`config.mk`:
```
export PLATFORM = sky130hd
export DESIGN_NAME = mem_wb_lsu
export DESIGN_NICKNAME = d
export VERILOG_FILES = /design/src/rtl/riscv_mem_pkg.sv /design/src/rtl/lsu_align.sv /design/src/rtl/mem_wb_lsu.sv
export SDC_FILE = /design/constraint.sdc
export NUM_CORES = 1
export LEC_CHECK = 0
export CORE_ASPECT_RATIO = 1.5
export CORE_UTILIZATION = 37
export DETAILED_ROUTE_END_ITERATION = 7
export GPL_TIMING_DRIVEN = 1
export HOLD_SLACK_MARGIN = 0.08
export PLACE_DENSITY_LB_ADDON = 0.25
export SKIP_CTS_REPAIR_TIMING = 1
export SLEW_MARGIN = 20
export SYNTH_ARGS = -nofsm -noshare
export SYNTH_HDL_FRONTEND = slang
export SYNTH_HIERARCHICAL = 1
export SYNTH_SLANG_ARGS = --single-unit
```
`constraint.sdc`:
```
create_clock -name clk -period 2.31 [get_ports clk]
set_clock_uncertainty 0.1 [all_clocks]
set_input_delay 0.462 -clock clk [delete_from_list [all_inputs] [get_ports clk]]
set_output_delay 0.462 -clock clk [all_outputs]
set_load 0.1 [all_outputs]
```
`src/rtl/riscv_mem_pkg.sv`:
```
// Shared encodings for the data-memory access path: funct3 sizes, writeback
// select values and byte-lane masks used by the store merge.
package riscv_mem_pkg;

  localparam logic [2:0] F3_B  = 3'b000;
  localparam logic [2:0] F3_H  = 3'b001;
  localparam logic [2:0] F3_W  = 3'b010;
  localparam logic [2:0] F3_BU = 3'b100;
  localparam logic [2:0] F3_HU = 3'b101;

  localparam logic [1:0] RES_ALU = 2'b00;
  localparam logic [1:0] RES_MEM = 2'b01;
  localparam logic [1:0] RES_PC4 = 2'b10;

  // Access size is funct3[1:0]; the top bit only selects zero-extension.
  localparam logic [1:0] SZ_BYTE = 2'b00;
  localparam logic [1:0] SZ_HALF = 2'b01;
  localparam logic [1:0] SZ_WORD = 2'b10;

  localparam logic [3:0] LANE_NONE = 4'b0000;
  localparam logic [3:0] LANE_B0   = 4'b0001;
  localparam logic [3:0] LANE_H_LO = 4'b0011;
  localparam logic [3:0] LANE_H_HI = 4'b1100;
  localparam logic [3:0] LANE_ALL  = 4'b1111;

  function automatic logic [31:0] laneMerge(input logic [3:0] mask,
                                            input logic [31:0] newWord,
                                            input logic [31:0] oldWord);
    logic [31:0] res;
    for (int i = 0; i < 4; i++) begin
      res[8*i +: 8] = mask[i] ? newWord[8*i +: 8] : oldWord[8*i +: 8];
    end
    return res;
  endfunction

endpackage

```
`src/rtl/lsu_align.sv`:
```
// Byte-lane alignment for the LSU: store merge into the read word, load
// lane select with sign/zero extension, and alignment fault detection.
module lsu_align
  import riscv_mem_pkg::*;
(
  input  logic [1:0]  addrLo,
  input  logic [2:0]  funct3,
  input  logic [31:0] storeData,
  input  logic [31:0] readWord,
  output logic [31:0] mergedWord,
  output logic [31:0] loadData,
  output logic        misaligned
);

  logic [3:0]  laneMask;
  logic [31:0] storeLanes;
  logic [7:0]  byteSel;
  logic [15:0] halfSel;

  // Store lanes are replicated so the mask alone picks the bytes written.
  always_comb begin
    laneMask   = LANE_NONE;
    storeLanes = storeData;
    misaligned = 1'b0;
    case (funct3[1:0])
      SZ_BYTE: begin
        laneMask   = LANE_B0 << addrLo;
        storeLanes = {4{storeData[7:0]}};
      end
      SZ_HALF: begin
        laneMask   = addrLo[1] ? LANE_H_HI : LANE_H_LO;
        storeLanes = {2{storeData[15:0]}};
        misaligned = addrLo[0];
      end
      SZ_WORD: begin
        laneMask   = LANE_ALL;
        misaligned = funct3[2] | (addrLo != 2'b00);
      end
      default: misaligned = 1'b1;
    endcase
    mergedWord = laneMerge(laneMask, storeLanes, readWord);
  end

  assign byteSel = readWord[{addrLo, 3'b000} +: 8];
  assign halfSel = readWord[{addrLo[1], 4'b0000} +: 16];

  always_comb begin
    case (funct3)
      F3_B:    loadData = {{24{byteSel[7]}}, byteSel};
      F3_BU:   loadData = {24'd0, byteSel};
      F3_H:    loadData = {{16{halfSel[15]}}, halfSel};
      F3_HU:   loadData = {16'd0, halfSel};
      default: loadData = readWord;
    endcase
  end

endmodule

```
`src/rtl/mem_wb_lsu.sv`:
```
// Load/store unit feeding the MEM/WB pipeline register, with access-fault
// detection and a sticky first-fault record.
module mem_wb_lsu
  import riscv_mem_pkg::*;
#(
  parameter int DMEM_ADDR_BITS = 8,
  parameter bit RANGE_CHECK    = 1'b1
) (
  input  logic        clk,
  input  logic        rst_n,
  input  logic        valid_m,
  input  logic [31:0] alu_result_m,
  input  logic [31:0] write_data_m,
  input  logic        mem_write_m,
  input  logic        mem_read_m,
  input  logic [2:0]  funct3_m,
  input  logic [4:0]  rd_m,
  input  logic        reg_write_m,
  input  logic [1:0]  result_src_m,
  input  logic [31:0] pc_plus4_m,
  input  logic [31:0] dmem_rdata,
  input  logic        stall_w,
  input  logic        flush_w,
  input  logic        fault_clr,
  output logic [31:0] dmem_addr,
  output logic [31:0] dmem_wdata,
  output logic        dmem_we,
  output logic        valid_w,
  output logic        reg_write_w,
  output logic        exc_w,
  output logic [4:0]  rd_w,
  output logic [1:0]  result_src_w,
  output logic [31:0] alu_result_w,
  output logic [31:0] read_data_w,
  output logic [31:0] pc_plus4_w,
  output logic        fault_valid,
  output logic [31:0] fault_addr,
  output logic        fault_is_store
);

  localparam logic [31:0] HIGH_MASK = ~((32'd1 << DMEM_ADDR_BITS) - 32'd1);

  logic        access;
  logic        misaligned;
  logic        outOfRange;
  logic        bad;
  logic        advance;
  logic        faultCapture;
  logic [31:0] loadData;

  lsu_align uAlign (
    .addrLo     (alu_result_m[1:0]),
    .funct3     (funct3_m),
    .storeData  (write_data_m),
    .readWord   (dmem_rdata),
    .mergedWord (dmem_wdata),
    .loadData   (loadData),
    .misaligned (misaligned)
  );

  assign access       = valid_m & (mem_read_m | mem_write_m);
  assign outOfRange   = RANGE_CHECK && ((alu_result_m & HIGH_MASK) != 32'd0);
  assign bad          = access & (misaligned | outOfRange);
  assign advance      = ~stall_w & ~flush_w;
  assign faultCapture = advance & bad & (~fault_valid | fault_clr);

  // Write only on the cycle the store leaves MEM, so a stall never double-writes.
  assign dmem_addr = alu_result_m;
  assign dmem_we   = valid_m & mem_write_m & ~bad & ~stall_w;

  // MEM/WB register: flush clears control bits only, data fields hold.
  always_ff @(posedge clk or negedge rst_n) begin
    if (!rst_n) begin
      valid_w      <= 1'b0;
      reg_write_w  <= 1'b0;
      exc_w        <= 1'b0;
      rd_w         <= 5'd0;
      result_src_w <= RES_ALU;
      alu_result_w <= 32'd0;
      read_data_w  <= 32'd0;
      pc_plus4_w   <= 32'd0;
    end else if (flush_w) begin
      valid_w     <= 1'b0;
      reg_write_w <= 1'b0;
      exc_w       <= 1'b0;
    end else if (!stall_w) begin
      valid_w      <= valid_m;
      reg_write_w  <= reg_write_m & valid_m & ~bad;
      exc_w        <= bad;
      rd_w         <= rd_m;
      result_src_w <= result_src_m;
      alu_result_w <= alu_result_m;
      read_data_w  <= loadData;
      pc_plus4_w   <= pc_plus4_m;
    end
  end

  // First fault wins; a clear on the same edge as a new fault keeps the new one.
  always_ff @(posedge clk or negedge rst_n) begin
    if (!rst_n) begin
      fault_valid    <= 1'b0;
      fault_addr     <= 32'd0;
      fault_is_store <= 1'b0;
    end else if (faultCapture) begin
      fault_valid    <= 1'b1;
      fault_addr     <= alu_result_m;
      fault_is_store <= mem_write_m;
    end else if (fault_clr) begin
      fault_valid    <= 1'b0;
      fault_addr     <= 32'd0;
      fault_is_store <= 1'b0;
    end
  end

endmodule

```
# Word-level counts from Yosys, hierarchy flattened
# Cells that the tools add are included.
[word_totals]
reg_bits = 140
input_bits = 147
word_cells = 64
[op_classes]
n_bitwise = 18
n_eq_ne = 6
reduce_logical = 6
n_mux = 20
shifts = 3
[ops]
columns = ["op", "n"]
rows = [
  ["case mux 32 bit (4 select lines)", 1],
  ["two-way mux 32 bit", 2],
  ["case mux 32 bit (2 select lines)", 1],
  ["two-way mux 8 bit", 4],
  ["nonzero test 32 bit", 1],
  ["variable part select 32 x 6 -> 16 bit", 1],
  ["variable part select 32 x 6 -> 8 bit", 1],
  ["case mux 4 bit (3 select lines)", 1],
  ["AND 1 bit", 10],
  ["two-way mux 1 bit", 9],
  ["equality test 3 bit (second input constant)", 2],
  ["two-way mux 4 bit", 1],
  ["inverter 1 bit", 4],
  ["bitwise OR 1 bit", 4],
  ["nonzero test 2 bit", 2],
  ["<< shifter 1 x 2 -> 4 bit (first input constant)", 1],
  ["equality test 3 x 1 -> 1 bit (second input constant)", 1],
  ["zero test 3 bit", 1],
  ["case mux 1 bit (3 select lines)", 1],
  ["equality test 2 x 1 -> 1 bit (second input constant)", 1],
  ["equality test 2 bit (second input constant)", 1],
  ["zero test 2 bit", 1],
  ["!= test 2 x 1 -> 1 bit (second input constant)", 1],
  ["AND reduction 2 bit", 1],
]

# Logic depth before layout (Yosys ltp)
# Gate-level depths: netlist (run 1).
[logic_depth]
word_depth = 9
depth_mapped = 10
depth_no_buf = 7

# Hierarchy
# Netlist (run 1), hierarchy kept.
[by_module_without_submodules]
columns = ["module", "area_per_inst_um2", "instances", "cells_per_inst", "seq_area_each_um2"]
rows = [
  ["mem_wb_lsu", 5740.5, 1, 384, 3503.4],
  ["lsu_align", 1456.4, 1, 221, 0.0],
]

# Least setup slack after synthesis (run 1)
# No wires, ideal clock.
[synth_timing]
path_type = "input-to-output"
from = "in funct3_m[0]"
to = "out dmem_we"
cell_stages = 8
t_arrival_ps = 3763
setup_slack_ps = -2015
cell_sequence = "buf_6 -> buf_2 -> or3_1 -> a21oi_1 -> nor2_1 -> nor4_1 -> nand4_1 -> nor3_1"
[synth_between]
elab_chain_len = 7
word_cells_on_any_way = 9
cone_classes = "eq/ne (2); mux (1); bitwise (5); reduce/logical (1)"
[synth_rtl]
columns = ["element", "line", "source"]
rows = [
  ["start: declaration", "mem_wb_lsu.sv:16", "input logic [2:0] funct3_m,"],
  ["equality test 2 bit, or another cell as far along", "lsu_align.sv:25", "case (funct3[1:0])"],
  ["case mux 1 bit (3 select lines) (*)", "lsu_align.sv:25", ""],
  ["named net misaligned", "mem_wb_lsu.sv:44", "logic misaligned;"],
  ["bitwise OR 1 bit (*)", "mem_wb_lsu.sv:63", "assign bad = access & (misaligned | outOfRange);"],
  ["AND 1 bit (*)", "mem_wb_lsu.sv:63", ""],
  ["inverter 1 bit (*)", "mem_wb_lsu.sv:69", "assign dmem_we = valid_m & mem_write_m & ~bad & ~stall_w;"],
  ["AND 1 bit (*) (2 in series)", "mem_wb_lsu.sv:69", ""],
  ["end: declaration", "mem_wb_lsu.sv:27", "output logic dmem_we,"],
]
# The timed path passes the listed nets; every way through them passes the cells marked *.

# Final worst setup path (run 1)
[layout_timing]
from = "in funct3_m[2]"
to = "out dmem_we"
[layout_between]
elab_chain_len = 7
[layout_rtl]
columns = ["element", "line", "source"]
rows = [
  ["bitwise OR 1 bit", "lsu_align.sv:37", "misaligned = funct3[2] | (addrLo != 2'b00);"],
  ["case mux 1 bit (3 select lines)", "lsu_align.sv:25", ""],
  ["named net misaligned", "mem_wb_lsu.sv:44", ""],
  ["bitwise OR 1 bit", "mem_wb_lsu.sv:63", ""],
  ["AND 1 bit", "mem_wb_lsu.sv:63", ""],
  ["inverter 1 bit", "mem_wb_lsu.sv:69", ""],
  ["AND 1 bit (2 in series)", "mem_wb_lsu.sv:69", ""],
]
# The timed path passes the listed nets, and every way through them passes these cells.

==> results of run 1 <==
==> cell usage after synthesis (2+ instances only) <==
cell and instances:
buf_4 34, buf_2 17, nand2b_1 9, nand2_1 22
mux2_1 2, buf_6 6, nor2_1 38, or3_1 2
o21a_1 3, mux2_4 8, a22oi_1 7, nor2b_1 37
nand3_1 7, dfrtp_1 140, a21oi_1 21, o31ai_1 6
a221oi_1 2, nor3_1 2, nor4_1 5, o21ai_0 27
clkbuf_1 12, inv_1 3, mux2_2 152, mux2i_1 18
a32oi_1 6
==> final timing paths <==
kind | slack [ps] | cells after the start | end
max | -520 | 10 | dmem_we
min | 390 | 3 | alu_result_w[0]
max reg2reg | 860 | 4 | fault_addr[7]
min reg2reg | 400 | 1 | pc_plus4_w[5]
max in group asynchronous | 1010 | 3 | fault_addr[14]
min in group asynchronous | 500 | 2 | alu_result_w[16]
==> worst register-to-register path, stage by stage, from the launching register on <==
cell and delay [ps]:
dfrtp_1 380, nand2b_1 150, o2111ai_4 180, buf_12 210, mux2_4 310
==> kinds of logic after synthesis <==
group / Yosys count
mux: 180
flops: 140
simple gates: 129
compound gates: 82
buf+inv: 74
==> layout make-up <==
class	count	share of cell area [%]
repair buffers	445	37.0
multi-input cells	391	28.2
flip-flops and latches	140	27.4
clock buffers	25	4.04
well taps	256	2.51
clock inverters	6	0.647
inverters	4	0.118
==> sequential cells by signal (all words and copies together) (netlist names) <==
| signal | flops |
|---|---|
| alu_result_w | 32 |
| reg_write_w | 1 |
| read_data_w | 32 |
| pc_plus4_w | 32 |
| fault_is_store | 1 |
| fault_valid | 1 |
| fault_addr | 32 |
| exc_w | 1 |
| rd_w | 5 |
| valid_w | 1 |
| result_src_w | 2 |
==> power breakdown <==
group / total [mW] / internal (mW) / leakage (nW) / switching, mW
clock network: 2.74 / 1.75 / 0.295 / 0.985
logic: 5.48 / 1.57 / 3.89 / 3.91
registers: 2.94 / 2.77 / 1.72 / 0.166
==> through the flow <==
stage          hold slack, ps  total power, mW  std cells  TNS, ps
3_3_place_gp              381             8.40       1226   -54980
4_1_cts                 -65.2             11.2       1257   -33270
2_1_floorplan            66.4             6.79        605   -13840
3_5_place_dp              378             8.44       1226   -58050
6_report                  392             11.2       1267   -13430
5_1_grt                   379             11.5       1267   -16970
==> per-layer routing <==
layer / global-route usage [%] / up-vias / wire length, µm
met5: 0 / - / 0
met4: 11.3 / 0 / 977
met3: 6.27 / 45 / 1710
met2: 45.3 / 292 / 13300
met1: 24.6 / 3040 / 8330
li1: - / 2893 / -
==> flow_metrics.env, run 1 <==
export IMPL_h_tree_depth=4
export IMPL_wl_um=24300
export IMPL_post_route_util_pct=66.9
export IMPL_cts_buffers=17
export IMPL_dpl_hpwl_um=19100
export IMPL_first_global_vias=6605
export IMPL_drv_cap=0
export IMPL_period_needed_ps=2830
export IMPL_violations="negative setup slack"
export IMPL_synthCells=605
export IMPL_stdcell_area_um2=12800
export IMPL_die_area_um2=20000
export IMPL_syn_area_um2=7200
export IMPL_start_kind="primary input"
export IMPL_core_um2=19100
export IMPL_synth_edf_count=0
export IMPL_num_antenna_cells=0
export IMPL_regArea_um2=3500
export IMPL_rsz0062_at_grt="yes"
export IMPL_tightest_slew_ps=598
export IMPL_detailroute_via_count=6270
export IMPL_fin_crit_sh_pct=122
export IMPL_path_class="primary input to primary output"
export IMPL_final_cell_mix="214 x buf_4, 140 x dfrtp_1, 140 x clkdlybuf4s50_1"
export IMPL_ios=352
export IMPL_p_per_area_nw_per_um2=874
export IMPL_synth_compound_area_share_pct=7.37
export IMPL_fin_nets=1146
export IMPL_path_max_fanout=3
export IMPL_synth_area_leaders="dfrtp_1 49%, mux2_2 24%, buf_4 3.5%, nor2b_1 3.2%, mux2i_1 2.5%"
export IMPL_root_buffer="clkbuf_16"
export IMPL_required_ps=1750
export IMPL_first_iter_violations=232
export IMPL_critical_path_startpoint="funct3_m[2]"
export IMPL_synth_distinct_cells=44
export IMPL_start_util_pct=37.7
export IMPL_leakagePower_nw=5.91
export IMPL_drc=0
export IMPL_synthMuxAreaShare_pct=28.3
export IMPL_hold_path_startpoint="alu_result_m[0]"
export IMPL_wl_per_cell_um=19.2
export IMPL_end_kind="primary output"
export IMPL_synth_top_family_by_area="multiplexers"
export IMPL_die_w_um=116
export IMPL_hold_viol=0
export IMPL_fin_ws_ps=-517
export IMPL_slew_headroom_pct=60.1
export IMPL_portBuffers=351
export IMPL_outcome="finished with violations"
export IMPL_grt_start_max_net_pins=60
export IMPL_clock_latency_ps=410
export IMPL_yosysTopAreaCell="dfrtp_1"
export IMPL_syn_nets=752
export IMPL_synth_seq_cells=140
export IMPL_grt_ovfl_total=0
export IMPL_post_drt_via_cell_ratio=4.95
export IMPL_drt_pre_antenna_iters=5
export IMPL_fillers=1496
export IMPL_pre_cts_slack_ps=-825
export IMPL_avgSynthCellArea_um2=11.9
export IMPL_synth_ff_type="dfrtp_1"
export IMPL_max_stage_delay_ps=310
export IMPL_syn2layout_area_growth_pct=77.4
export IMPL_grt_pass1_wl_um=36600
export IMPL_clk_path_buf_depth=2
export IMPL_timing_hold_worst_class="primary input to register"
export IMPL_peakVddDrop_v=0.000526
export IMPL_clk_pin_slew_ps=60
export IMPL_multiInputGateArea_um2=3600
export IMPL_final_antenna_net_count=0
export IMPL_cp_top_family="simple AND/OR/NAND/NOR gates"
export IMPL_yosysWarnings=6
export IMPL_yosysTopAreaCellShare_pct=48.7
export IMPL_cts_tree="done"
export IMPL_worstPathBufferInverterCount=4
export IMPL_synth_xor_area_share_pct=0
export IMPL_final_common_cell="buf_4"
export IMPL_reg2reg_from="fault_valid"
export IMPL_numClockSinks=140
export IMPL_globalplace_congestion=0.886
export IMPL_synth_adder_area_share_pct=0
export IMPL_yosysSeqAreaShare_pct=48.7
export IMPL_critical_path_cell_chain="dlymetal6s2s_1 > or3_1 > a21oi_1 > nor2_1 > nor4_1 > buf_4 > nand4_1 > buf_6 > nor3_4 > buf_12"
export IMPL_max_freq_mhz=354
export IMPL_synthArstFlopShare_pct=100
export IMPL_num_rows=62
export IMPL_arrival_ps=2270
export IMPL_maxSlewViolCount=0
export IMPL_antenna_found_initial=0
export IMPL_drive_above_1_share_pct=51.5
export IMPL_placed_area_um2=12000
export IMPL_grt_util_all_layers_pct=24.4
export IMPL_cp_slowest_cell="or3_1"
export IMPL_finalSetupViolCount=66
export IMPL_yosys_area_share_simple_pct=9.13
export IMPL_die_y_um=173
(Power assumes the default switching activity.)
==> run 2: changes to the inputs <==
ABC_AREA = 1   (was unset)
CORE_UTILIZATION = 38   (was 37)
==> flow_metrics.env, run 2 <==
export IMPL_root_buffer="clkbuf_16"
export IMPL_required_ps=1750
export IMPL_clk_path_buf_depth=2
export IMPL_drc=0
export IMPL_critical_path_startpoint="alu_result_m[21]"
export IMPL_die_area_um2=20900
export IMPL_p_int_mw=6.05
export IMPL_first_global_vias=8227
export IMPL_syn_area_um2=7730
export IMPL_p_switching_mw=4.85
export IMPL_wl_per_cell_um=17.1
export IMPL_pre_cts_slack_ps=-508
export IMPL_finalPower_mw=10.9
export IMPL_numClockSinks=140
export IMPL_synth_distinct_cells=33
export IMPL_critical_path_cell_chain="clkdlybuf4s50_1 > nor2_1 > nand2_1 > inv_2 > nand3_2 > nor2_4 > nor2_4 > nor2_4 > buf_12"
export IMPL_p_seq_share_pct=26.3
export IMPL_fin_crit_sh_pct=99.7
export IMPL_yosys_area_share_simple_pct=40.2
export IMPL_timing_hold_worst_class="primary input to register"
export IMPL_grt_pass1_wl_um=44400
export IMPL_start_util_pct=38.9
export IMPL_grt_ovfl_total=0
export IMPL_crit_top_cell="nor2_4"
export IMPL_synth_xor_area_share_pct=0
export IMPL_outcome="completed"
export IMPL_worstPathBufferInverterCount=3
export IMPL_drv_cap=0
export IMPL_finalSetupViolCount=0
export IMPL_path_max_fanout=2
export IMPL_num_rows=63
export IMPL_antenna_found_initial=1
export IMPL_p_sw_share_pct=44.5
export IMPL_rsz0062_at_grt="yes"
export IMPL_yosysSeqAreaShare_pct=45.3
export IMPL_synthArstFlopShare_pct=100
export IMPL_post_drt_via_cell_ratio=4.90
export IMPL_detailroute_via_count=8379
export IMPL_yosysTopAreaCellShare_pct=45.3
export IMPL_core_um2=19900
export IMPL_end_kind="primary output"
export IMPL_avgSynthCellArea_um2=7.37
export IMPL_final_antenna_net_count=0
export IMPL_synthCells=1049
export IMPL_first_iter_violations=678
export IMPL_clockPowerShare_pct=27.9
export IMPL_start_kind="primary input"
export IMPL_cp_slowest_cell="clkdlybuf4s50_1"
export IMPL_cts_buffers=17
export IMPL_dpl_hpwl_um=22600
export IMPL_synth_seq_cells=140
export IMPL_yosysMostFrequentCell="nand2_1"
export IMPL_yosysWarnings=6
export IMPL_cts_tree="done"
export IMPL_h_tree_depth=4
export IMPL_die_y_um=177
export IMPL_period_needed_ps=2300
export IMPL_fin_setup_tns_ps=0
export IMPL_final_common_cell="nand2_1"
export IMPL_cp_top_family="buffers and inverters"
export IMPL_placed_area_um2=12300
export IMPL_p_per_area_nw_per_um2=821
export IMPL_clock_latency_ps=420
export IMPL_arrival_ps=1740
export IMPL_yosysTopAreaCell="dfrtp_1"
export IMPL_portBuffers=351
export IMPL_max_stage_delay_ps=420
export IMPL_stdcell_area_um2=13300
export IMPL_synthMuxAreaShare_pct=0
export IMPL_peakVddDrop_v=0.000517
export IMPL_synth_adder_area_share_pct=0
export IMPL_maxSlewViolCount=0
export IMPL_grt_start_max_net_pins=68
export IMPL_final_cell_mix="529 x nand2_1, 231 x buf_4, 140 x dfrtp_1"
export IMPL_ios=352
export IMPL_syn_nets=1196
export IMPL_synth_area_leaders="dfrtp_1 45%, nand2_1 27%, nand3_1 4.8%, buf_4 3.8%, nand4_1 2.8%"
export IMPL_globalplace_congestion=0.993
export IMPL_synth_top_family_by_area="simple AND/OR/NAND/NOR gates"
export IMPL_drt_pre_antenna_iters=5
export IMPL_tightest_slew_ps=724
export IMPL_fin_ws_ps=6.54
export IMPL_die_w_um=118
export IMPL_wl_um=29300
export IMPL_clk_pin_slew_ps=50
export IMPL_max_freq_mhz=434
export IMPL_drive_above_1_share_pct=31.0
export IMPL_slew_headroom_pct=51.6
export IMPL_fin_nets=1585
export IMPL_reg2reg_from="fault_valid"
export IMPL_synth_ff_type="dfrtp_1"
export IMPL_syn2layout_area_growth_pct=71.7
export IMPL_hold_path_startpoint="alu_result_m[10]"
export IMPL_hold_viol=0
export IMPL_synth_edf_count=0
export IMPL_path_class="primary input to primary output"
export IMPL_grt_util_all_layers_pct=27.6
export IMPL_yosys_top_cells_count="553 x nand2_1, 140 x dfrtp_1, 74 x nand3_1, 39 x buf_4"
export IMPL_final_cells=1711
export IMPL_synth_compound_area_share_pct=4.34
export IMPL_pwr_share_comb_pct=45.8
export IMPL_placed_cells=1666
export IMPL_leakagePower_nw=7.18
## run 2: changes by cell type after synthesis, moves of 8 or more
cell,previous run,this run
nand2b_1,9,0
nand2_1,22,553
nand4_1,1,35
nor2b_1,37,0
nand3_1,7,74
inv_1,3,35
mux2i_1,18,0
nor2_1,38,25
mux2_2,152,0
mux2_4,8,0
## run 2: per-layer routing
| metal | routed length (µm) | vias to the layer above | track usage, % |
|---|---|---|---|
| met5 | 0 | - | 0 |
| li1 | - | 4060 | - |
| met2 | 16300 | 330 | 52.9 |
| met4 | 949 | 0 | 11.7 |
| met1 | 10400 | 3948 | 28.9 |
| met3 | 1710 | 41 | 5.86 |
## run 2: tightest hold or removal path: stages
cell	delay [ps]
dlymetal6s2s_1	150
inv_2	60
o21ai_0	70
## run 2: cells by family (layout without fill, tap and decap cells)
family / Yosys count / in the layout
other: 0 / 1
buffers and inverters: 129 / 528
AND/OR/NAND/NOR: 719 / 721
AO/OA/AOI/OAI: 61 / 61
flip-flops: 140 / 140
## run 2: per-stage QoR
stage | hold slack, ps | util [%]
final | 275 | 66.8
after global routing | 279 | 66.8
after CTS | -90.5 | 65.1
after detailed placement | 359 | 61.8
after global placement | 354 | 61.8
after floorplan | 66.4 | -
## run 2: path summary, 6_finish.rpt
| check | endpoint | slack (ps) | depth (start not counted) |
|---|---|---|---|
| min reg2reg | read_data_w[24] | 370 | 2 |
| min in group asynchronous | pc_plus4_w[2] | 480 | 2 |
| max in group asynchronous | alu_result_w[8] | 930 | 3 |
| max | dmem_we | 7 | 9 |
| max reg2reg | fault_addr[10] | 930 | 5 |
| min | alu_result_w[10] | 270 | 3 |
## run 2: power by group through the flow
stage | combinational (mW) | clock, mW | sequential (mW)
detailed placement | 4.94 | 0 | 2.91
finish | 4.99 | 3.04 | 2.87
CTS | 4.95 | 3.09 | 2.87
global route | 5.16 | 3.18 | 2.90
global placement | 4.92 | 0 | 2.90
floorplan | 1.43 | 0 | 4.85
## run 2: cell type report
cell class | count | area [µm²]
diodes | 1 | 2.50
clock buffers | 21 | 480
clock inverters | 10 | 185
fillers | 1699 | 6590
inverters | 41 | 160
multi-input cells | 782 | 3820
flip-flops and latches | 140 | 3500
well taps | 260 | 325
repair buffers | 456 | 4790
